**config.mk**
```make
export PLATFORM = sky130hd
export DESIGN_NAME = data_pipe_nto1_pkt_flat
export DESIGN_NICKNAME = d
export VERILOG_FILES = /design/src/rtl/data_pipe_nto1_pkt_if.sv /design/src/rtl/data_pipe_nto1_pkt.sv /design/src/flat_wrapper.sv
export SDC_FILE = /design/constraint.sdc
export NUM_CORES = 1
export LEC_CHECK = 0
export ABC_AREA = 1
export CAP_MARGIN = 20
export CORE_MARGIN = 2
export CORE_UTILIZATION = 61
export DETAILED_ROUTE_END_ITERATION = 8
export MAX_ROUTING_LAYER = met4
export PLACE_DENSITY_LB_ADDON = 0.05
export SLEW_MARGIN = 20
export SYNTH_ARGS = -nofsm -noshare
export SYNTH_HDL_FRONTEND = slang
export SYNTH_SLANG_ARGS = --single-unit
export TNS_END_PERCENT = 1
```
**constraint.sdc**
```tcl
create_clock -name clock -period 2.5 [get_ports clock]
set_input_delay 0.5 -clock clock [delete_from_list [all_inputs] [get_ports clock]]
set_output_delay 0.5 -clock clock [all_outputs]
set_load 0.1 [all_outputs]
```
**src/rtl/data_pipe_nto1_pkt_if.sv**
```systemverilog
// data_pipe_nto1_pkt_if: wide-in / narrow-out stream bundle for data_pipe_nto1_pkt.
// Write side carries NSIZE x DSIZE words with a lane count; read side carries one lane per beat.
// Optional macro DATA_PIPE_LAST_EN adds the wr_last / rd_last packet markers.
interface data_pipe_nto1_pkt_if #(
  parameter int DSIZE = 4,
  parameter int NSIZE = 2,
  parameter int DEPTH = 4
);
  localparam int CW = $clog2(NSIZE + 1);
  localparam int FW = $clog2(DEPTH + 1);

  logic [NSIZE*DSIZE-1:0] wr_data;
  logic [CW-1:0]          wr_cnt;
  logic                   wr_vld;
  logic                   wr_ready;
  logic [DSIZE-1:0]       rd_data;
  logic                   rd_vld;
  logic                   rd_ready;
  logic [FW-1:0]          fill_cnt;
`ifdef DATA_PIPE_LAST_EN
  logic                   wr_last;
  logic                   rd_last;

  modport master (
    output wr_data, wr_cnt, wr_vld, wr_last, rd_ready,
    input  wr_ready, rd_data, rd_vld, rd_last, fill_cnt
  );
  modport slave (
    input  wr_data, wr_cnt, wr_vld, wr_last, rd_ready,
    output wr_ready, rd_data, rd_vld, rd_last, fill_cnt
  );
`else
  modport master (
    output wr_data, wr_cnt, wr_vld, rd_ready,
    input  wr_ready, rd_data, rd_vld, fill_cnt
  );
  modport slave (
    input  wr_data, wr_cnt, wr_vld, rd_ready,
    output wr_ready, rd_data, rd_vld, fill_cnt
  );
`endif
endinterface

```
**src/rtl/data_pipe_nto1_pkt.sv**
```systemverilog
// data_pipe_nto1_pkt: N-to-1 width down-converter with a DEPTH-word buffer.
// Each buffered word carries a clamped lane count; only that many lanes are serialised,
// top lane first when MSB_FIRST=1, lane 0 first otherwise.
// Optional macro DATA_PIPE_LAST_EN stores a per-word last flag and drives rd_last
// on the final lane of a flagged word.
module data_pipe_nto1_pkt #(
  parameter int DSIZE     = 4,
  parameter int NSIZE     = 2,
  parameter int DEPTH     = 4,
  parameter int MSB_FIRST = 1
) (
  input  logic                 clock,
  input  logic                 rst,
  data_pipe_nto1_pkt_if.slave  bus
);
  localparam int CW = $clog2(NSIZE + 1);
  localparam int FW = $clog2(DEPTH + 1);
  localparam int PW = $clog2(DEPTH);
  localparam int WW = NSIZE * DSIZE;
  localparam logic [FW-1:0] FULL_CNT = FW'(DEPTH);
  localparam logic [CW-1:0] MAX_CNT  = CW'(NSIZE);

  typedef enum logic {ST_IDLE, ST_SERIAL} state_t;

  logic [WW-1:0] r_mem [DEPTH];
  logic [CW-1:0] r_cnt [DEPTH];
`ifdef DATA_PIPE_LAST_EN
  logic          r_last [DEPTH];
`endif
  logic [PW-1:0] r_wr_ptr;
  logic [PW-1:0] r_rd_ptr;
  logic [FW-1:0] r_fill;
  logic [CW-1:0] r_lane_idx;
  logic          r_wr_ready;
  state_t        r_state;

  state_t        w_state_nxt;
  logic [FW-1:0] w_fill_nxt;
  logic [CW-1:0] w_lane_nxt;
  logic [CW-1:0] w_head_cnt;
  logic          w_rd_vld;
  logic          w_last_lane;
  logic          w_push;
  logic          w_beat;
  logic          w_pop;

  // A count of 0 or beyond NSIZE means a full word.
  function automatic logic [CW-1:0] clamp_cnt(input logic [CW-1:0] c);
    return ((c == '0) || (c > MAX_CNT)) ? MAX_CNT : c;
  endfunction

  // Map the serial position onto a physical lane according to emission order.
  function automatic logic [DSIZE-1:0] pick_lane(input logic [WW-1:0] word,
                                                 input logic [CW-1:0] idx);
    int l;
    l = (MSB_FIRST != 0) ? (NSIZE - 1 - int'(idx)) : int'(idx);
    return word[l*DSIZE +: DSIZE];
  endfunction

  // Handshake decode: a beat moves one lane, the last lane of the head word pops it.
  always_comb begin
    w_rd_vld    = (r_state == ST_SERIAL);
    w_head_cnt  = r_cnt[r_rd_ptr];
    w_last_lane = (r_lane_idx == (w_head_cnt - CW'(1)));
    w_push      = bus.wr_vld && r_wr_ready;
    w_beat      = w_rd_vld && bus.rd_ready;
    w_pop       = w_beat && w_last_lane;
  end

  // Read FSM next state plus fill/lane bookkeeping; SERIAL exactly while words are buffered.
  always_comb begin
    w_state_nxt = r_state;
    w_fill_nxt  = r_fill;
    w_lane_nxt  = r_lane_idx;
    if (w_push && !w_pop) begin
      w_fill_nxt = r_fill + FW'(1);
    end else if (!w_push && w_pop) begin
      w_fill_nxt = r_fill - FW'(1);
    end
    if (w_beat) begin
      w_lane_nxt = w_pop ? '0 : (r_lane_idx + CW'(1));
    end
    case (r_state)
      ST_IDLE:   if (w_push) w_state_nxt = ST_SERIAL;
      ST_SERIAL: if (w_fill_nxt == '0) w_state_nxt = ST_IDLE;
      default:   w_state_nxt = ST_IDLE;
    endcase
  end

  // Control registers; wr_ready is registered from the next fill so it lags a pop by one edge.
  always_ff @(posedge clock or posedge rst) begin
    if (rst) begin
      r_state    <= ST_IDLE;
      r_fill     <= '0;
      r_lane_idx <= '0;
      r_wr_ptr   <= '0;
      r_rd_ptr   <= '0;
      r_wr_ready <= 1'b0;
    end else begin
      r_state    <= w_state_nxt;
      r_fill     <= w_fill_nxt;
      r_lane_idx <= w_lane_nxt;
      r_wr_ready <= (w_fill_nxt != FULL_CNT);
      if (w_push) r_wr_ptr <= r_wr_ptr + PW'(1);
      if (w_pop)  r_rd_ptr <= r_rd_ptr + PW'(1);
    end
  end

  // Word storage: written only on an accepted push, cleared on reset.
  always_ff @(posedge clock or posedge rst) begin
    if (rst) begin
      for (int i = 0; i < DEPTH; i++) begin
        r_mem[i]  <= '0;
        r_cnt[i]  <= '0;
`ifdef DATA_PIPE_LAST_EN
        r_last[i] <= 1'b0;
`endif
      end
    end else if (w_push) begin
      r_mem[r_wr_ptr]  <= bus.wr_data;
      r_cnt[r_wr_ptr]  <= clamp_cnt(bus.wr_cnt);
`ifdef DATA_PIPE_LAST_EN
      r_last[r_wr_ptr] <= bus.wr_last;
`endif
    end
  end

  assign bus.wr_ready = r_wr_ready;
  assign bus.rd_vld   = w_rd_vld;
  assign bus.rd_data  = w_rd_vld ? pick_lane(r_mem[r_rd_ptr], r_lane_idx) : '0;
  assign bus.fill_cnt = r_fill;
`ifdef DATA_PIPE_LAST_EN
  assign bus.rd_last  = w_rd_vld && r_last[r_rd_ptr] && w_last_lane;
`endif

endmodule

```
**src/flat_wrapper.sv**
```systemverilog
// flat-port wrapper written by rule: the top's interface ports become plain ports
module data_pipe_nto1_pkt_flat 
#(
  parameter int DSIZE     = 4,
  parameter int NSIZE     = 2,
  parameter int DEPTH     = 4,
  parameter int MSB_FIRST = 1
)
  (clock, rst, bus_wr_data, bus_wr_cnt, bus_wr_vld, bus_rd_ready, bus_wr_ready, bus_rd_data, bus_rd_vld, bus_fill_cnt);
  data_pipe_nto1_pkt_if #(.DSIZE(DSIZE), .NSIZE(NSIZE), .DEPTH(DEPTH)) bus_i ();
  input  logic clock;
  input  logic rst;
  input wire logic [$bits(bus_i.wr_data)-1:0] bus_wr_data;
  input wire logic [$bits(bus_i.wr_cnt)-1:0] bus_wr_cnt;
  input wire logic [$bits(bus_i.wr_vld)-1:0] bus_wr_vld;
  input wire logic [$bits(bus_i.rd_ready)-1:0] bus_rd_ready;
  output wire logic [$bits(bus_i.wr_ready)-1:0] bus_wr_ready;
  output wire logic [$bits(bus_i.rd_data)-1:0] bus_rd_data;
  output wire logic [$bits(bus_i.rd_vld)-1:0] bus_rd_vld;
  output wire logic [$bits(bus_i.fill_cnt)-1:0] bus_fill_cnt;
  assign bus_i.wr_data = bus_wr_data;
  assign bus_i.wr_cnt = bus_wr_cnt;
  assign bus_i.wr_vld = bus_wr_vld;
  assign bus_i.rd_ready = bus_rd_ready;
  assign bus_wr_ready = bus_i.wr_ready;
  assign bus_rd_data = bus_i.rd_data;
  assign bus_rd_vld = bus_i.rd_vld;
  assign bus_fill_cnt = bus_i.fill_cnt;
  data_pipe_nto1_pkt #(.DSIZE(DSIZE), .NSIZE(NSIZE), .DEPTH(DEPTH), .MSB_FIRST(MSB_FIRST)) u_core (.clock(clock), .rst(rst), .bus(bus_i));
endmodule
```
Word-level counts from Yosys, hierarchy flattened. Cells that the tools add are included.

Flip-flop bits (word level): 51. Input port bits: 14. Output and inout bits: 9. Logic and storage cells: 62.

$add $sub $neg: 7. $lt $le $gt $ge: 4. Equality and inequality tests: 2. Shifts and indexed selects: 1. Mux-type cells: 20. Bitwise logic cells: 3. Reduce and logical (&&, ||, !) cells: 11.

Operators by type and width (count): 32-bit bitwise mux (1); 8-bit by 32-bit indexed part select with 4-bit output (1); 8-bit two-way mux (3); 8-bit binary-select mux with 2-bit select (1); 8-bit demux with 2-bit select (1); 2-bit two-way mux (5); 8-bit bitwise mux (1); 2-bit by 1-bit adder with 2-bit output, second input constant (3); 3-bit greater-or-equal comparator, second input constant (2); 1-bit logical AND (6); 3-bit two-way mux (2); 2-bit inverter with 3-bit output (2); 2-bit binary-select mux with 2-bit select (1); 2-bit demux with 2-bit select (1); 4-bit two-way mux (1); 3-bit by 1-bit adder with 3-bit output, second input constant (1); 3-bit zero test (1); 3-bit by 1-bit less-than comparator with 1-bit output, second input constant (1); 3-bit inequality test, second input constant (1); 1-bit by 2-bit subtractor with 3-bit output, first input constant (1); 3-bit by 1-bit subtractor with 3-bit output, second input constant (1); 2-bit == test (1); 2-bit > comparator, second input constant (1); 1-bit zero test (2); 6 further kinds (7).

Depth between registers and ports, before layout. Gate-level depths: netlist of the first run.

Depth in word-level cells: 13. Gate-level depth with buffers: 15. Depth with buffers taken out: 15.

Least setup slack after synthesis of the first run. Ideal clock, no wire load.

Path kind: reg-to-output. From: register u_core.r_state (netlist: u_core.bus.rd_vld). To: output bus_rd_data[0]. Arrival time: 2.831 ns. Required time: 2.000 ns. Setup slack: -0.831 ns. Cell stages (with the launch flop): 5. Path buffers: 0. Cell sequence: dfrtp_1 inv_1 nor2_1 o21ai_0 a31oi_1.

Word-level cells in the longest chain between the ends: 1.

RTL lines: start, declared (RTL line data_pipe_nto1_pkt.sv:35) `state_t r_state;`; start signal, assigned (RTL line data_pipe_nto1_pkt.sv:100) `r_state <= w_state_nxt;`; 4-bit two-way mux (RTL line data_pipe_nto1_pkt.sv:130) `assign bus.rd_data = w_rd_vld ? pick_lane(r_mem[r_rd_ptr], r_lane_idx) : '0;`; end, declared (RTL line flat_wrapper.sv:18) `output wire logic [$bits(bus_i.rd_data)-1:0] bus_rd_data;`.

No other way between the ends.

Worst setup path after layout of the first run.
From: register u_core.r_rd_ptr[1]. To: output bus_rd_data[0].

Word-level cells in the longest chain between the ends: 6.

RTL lines: start, declared (RTL line data_pipe_nto1_pkt.sv:31) `logic [PW-1:0] r_rd_ptr;`; start signal, assigned (RTL line data_pipe_nto1_pkt.sv:105) `if (w_pop) r_rd_ptr <= r_rd_ptr + PW'(1);`; 2-bit inverter with 3-bit output (implied by the code) (RTL line data_pipe_nto1_pkt.sv:130); 8-bit binary-select mux with 2-bit select (RTL line data_pipe_nto1_pkt.sv:130); 8-bit two-way mux (implied by the code) (2 in a row) (RTL line data_pipe_nto1_pkt.sv:130); 8-bit by 32-bit indexed part select with 4-bit output (RTL line data_pipe_nto1_pkt.sv:57) `return word[l*DSIZE +: DSIZE];`; 4-bit two-way mux (RTL line data_pipe_nto1_pkt.sv:130).

No other way between the ends. The select of a mux whose other input is x is not followed.

==> reports/summary.txt, run 1 <==
Outcome: finished clean
Core area: 0.004000 mm2
Post-CTS Hold Fix Bufs: 0
Drt initial violations: 188
Clock Skew: 0.01079 ns
Commonest non-fill, non-tap cell in the layout: nand2_1
Post-synthesis cell area: 0.002525 mm2
DIE WIDTH: 68.34 um
Critical Path RT: 2.00 ns
CTS HTree Levels: 2
Die Y: 68.34 um
Number of buffers created by CTS: 5
Sequential share of the synthesized area: 0.5055
Final ANT Viol Nets: 0
Commonest non-fill, non-tap cells in the layout: 66 x nand2_1, 61 x o21ai_0, 51 x dfrtp_1, 30 x nor2_1, 22 x inv_1
Share of post-route cells with drive strength above 1: 0.1610
Clock Latency Late Sink: 0.31 ns
Vias in the first global route: 1887
Initial antenna violation count: 0
Endpoints failing hold: 0
Worst Path Max Fanout: 11
Unrepaired setup endpoints after global routing: false
FP Rows: 23
Total number of vias: 2020
Mapped Avg Cell Area: 8.445 um2
CTS tree: yes
Top cell type's share of synthesized area: 0.5055
Synth area leaders: dfrtp_1 51%, o21ai_0 12%, nand2_1 9.8%
Max Cap Violations: 0
Post-DP HPWL: 3639 um
Min Tclk post-route: 2.347 ns
Syn Inst Count: 299
GPL Wtd Cong: 0.7732
Area growth, synth to finish: 17.59%
Yosys warns: 0
Total die area: 0.004670 mm2
Area leader, netlist: dfrtp_1
Global-route wire length before repair: 8887 um
Fmax: 0.4261 GHz
Pin count of the biggest net entering global routing: 52
Post-Layout Inst Area: 0.002969 mm2
Nets: 342
Longest Clk Path Bufs: 2
Non-Filler Instances: 373
# DRC: 0
Period utilization: 0.9387
Placed cell area: 0.002848 mm2
Final Max Tran Viols: 0
Number of port buffers: 22
DR vias/cell: 5.416
# diodes: 0
Synth Register Bits: 51
Setup violations, final: 0
Arr. time, crit path: 1.85 ns
Post-DR wirelength/cell: 14.35 um
HP Class: reg2reg
Crit start category: flop
I/O Pins: 23
DRT Pass-1 Iters: 4
Total grt overflow: 0
Placed Instances: 365
Initial core utilization: 0.6312
Rel. slew slack: 0.5795
Clk slew on worst S/H paths: 0.10 ns
Root Buffer: clkbuf_8
Filler cell count: 318
Worst slew pin tran: 0.6307 ns
Critical path type: reg2out
CTS Sinks: 51
Worst setup EP type: output port
Unique masters post-synth: 23
Total Routed Length: 5352 um
GRT Overall Usage: 0.2718
Syn nets: 319
## cells by family after synthesis
group           Yosys count  share of synthesized area
xor+xnor                  5                    0.01734
compound gates           70                     0.1442
fa+ha+maj                 6                    0.02973
flops                    51                     0.5054
simple gates            128                     0.2389
buf+inv                  39                    0.06442
## sequential cells by signal (all words and copies together) (netlist names)
signal	flops
u_core.r_lane_idx	2
u_core.r_rd_ptr	2
u_core.r_wr_ptr	2
u_core.bus.fill_cnt	3
u_core.r_cnt	8
u_core.bus.rd_vld	1
u_core.bus.wr_ready	1
u_core.r_mem	32
## critical path: stages, from the launching register on
cell     delay [ns]
dfrtp_1        0.41
buf_4          0.23
o21ai_0        0.12
o22ai_1        0.17
o21ai_0        0.12
a31oi_2        0.26
buf_12         0.21
## per-stage QoR
stage	hold WS, ns	setup TNS [ns]	util	worst slack [ns]
floorplan	0.4478	-1.125	-	-0.2813
global placement	0.4612	0	0.7119	0.4336
detailed placement	0.4704	0	0.7119	0.3356
CTS	0.4931	0	0.7413	0.1438
global route	0.5121	0	0.7423	0.04405
finish	0.4889	0	0.7423	0.1532
## synthesized netlist by cell type
cell / count
a31oi_1: 4
buf_2: 1
buf_6: 2
clkbuf_1: 10
clkinv_1: 1
dfrtp_1: 51
ha_1: 6
inv_1: 24
inv_2: 1
nand2_1: 66
nand2_2: 7
nand2_4: 3
nand3_1: 10
nand3_2: 6
nand3_4: 1
nand4_1: 2
nand4_2: 1
nor2_1: 30
nor2_2: 2
o21ai_0: 61
o21ai_2: 1
o22ai_1: 4
xor2_1: 5
## final timing paths
kind                                           startpoint                                to  slack (ns)  cells after the start
min                           u_core.r_mem[7]$_DFFE_PP0P_       u_core.r_mem[7]$_DFFE_PP0P_        0.49                      2
max in group asynchronous                             rst  u_core.bus.fill_cnt[2]$_DFF_PP0_        1.40                      3
min reg2reg                   u_core.r_mem[7]$_DFFE_PP0P_       u_core.r_mem[7]$_DFFE_PP0P_        0.49                      2
min in group asynchronous                             rst       u_core.r_mem[0]$_DFFE_PP0P_        0.66                      3
max                        u_core.r_rd_ptr[1]$_DFFE_PP0P_                    bus_rd_data[0]        0.15                      6
max reg2reg                u_core.r_rd_ptr[0]$_DFFE_PP0P_       u_core.bus.rd_vld$_DFF_PP0_        0.48                     15
## final cells by class
cell class | count | area, um2 | share of cell area
Clock inverter | 2 | 35.03 | 0.01180
Multi-Input combinational cell | 209 | 1111 | 0.3742
Clock buffer | 6 | 82.58 | 0.02781
Timing Repair Buffer | 29 | 300.3 | 0.1011
Tap cell | 50 | 62.56 | 0.02107
Inverter | 26 | 101.3 | 0.03413
Sequential cell | 51 | 1276 | 0.4298
## per-layer routing
layer,share of wire,global-route usage,wire [um],vias to the layer above
li1,-,-,-,1014
met1,0.46,0.3734,2440,950
met2,0.47,0.3981,2514,50
met3,0.061,0.06414,326,6
met4,0.013,0.09250,71,0
met5,0,-,0,-
## timing repair
action                     4_1_cts  5_1_grt
resized for setup                0        1
setup endpoints to repair        0        3
buffers inserted                 0        0
Power of run 1 is left out: the tool's default activity adds up to more than one toggle a clock period on the data nets, which glitch-free logic cannot reach.
==> run 2: changes to the inputs <==
--- a/config.mk
+++ b/config.mk
@@ -9,7 +9,9 @@
 export CAP_MARGIN = 20
 export CORE_MARGIN = 2
 export CORE_UTILIZATION = 61
+export CTS_BUF_LIST = sky130_fd_sc_hd__clkbuf_4 sky130_fd_sc_hd__clkbuf_8 sky130_fd_sc_hd__clkbuf_16
 export DETAILED_ROUTE_END_ITERATION = 8
+export HOLD_SLACK_MARGIN = 0.08
 export MAX_ROUTING_LAYER = met4
 export PLACE_DENSITY_LB_ADDON = 0.05
 export SLEW_MARGIN = 20
==> results of run 2 <==
Final layout, timing and power as in run 1 (identical DEF).
Power of run 2 is left out for the same reason.
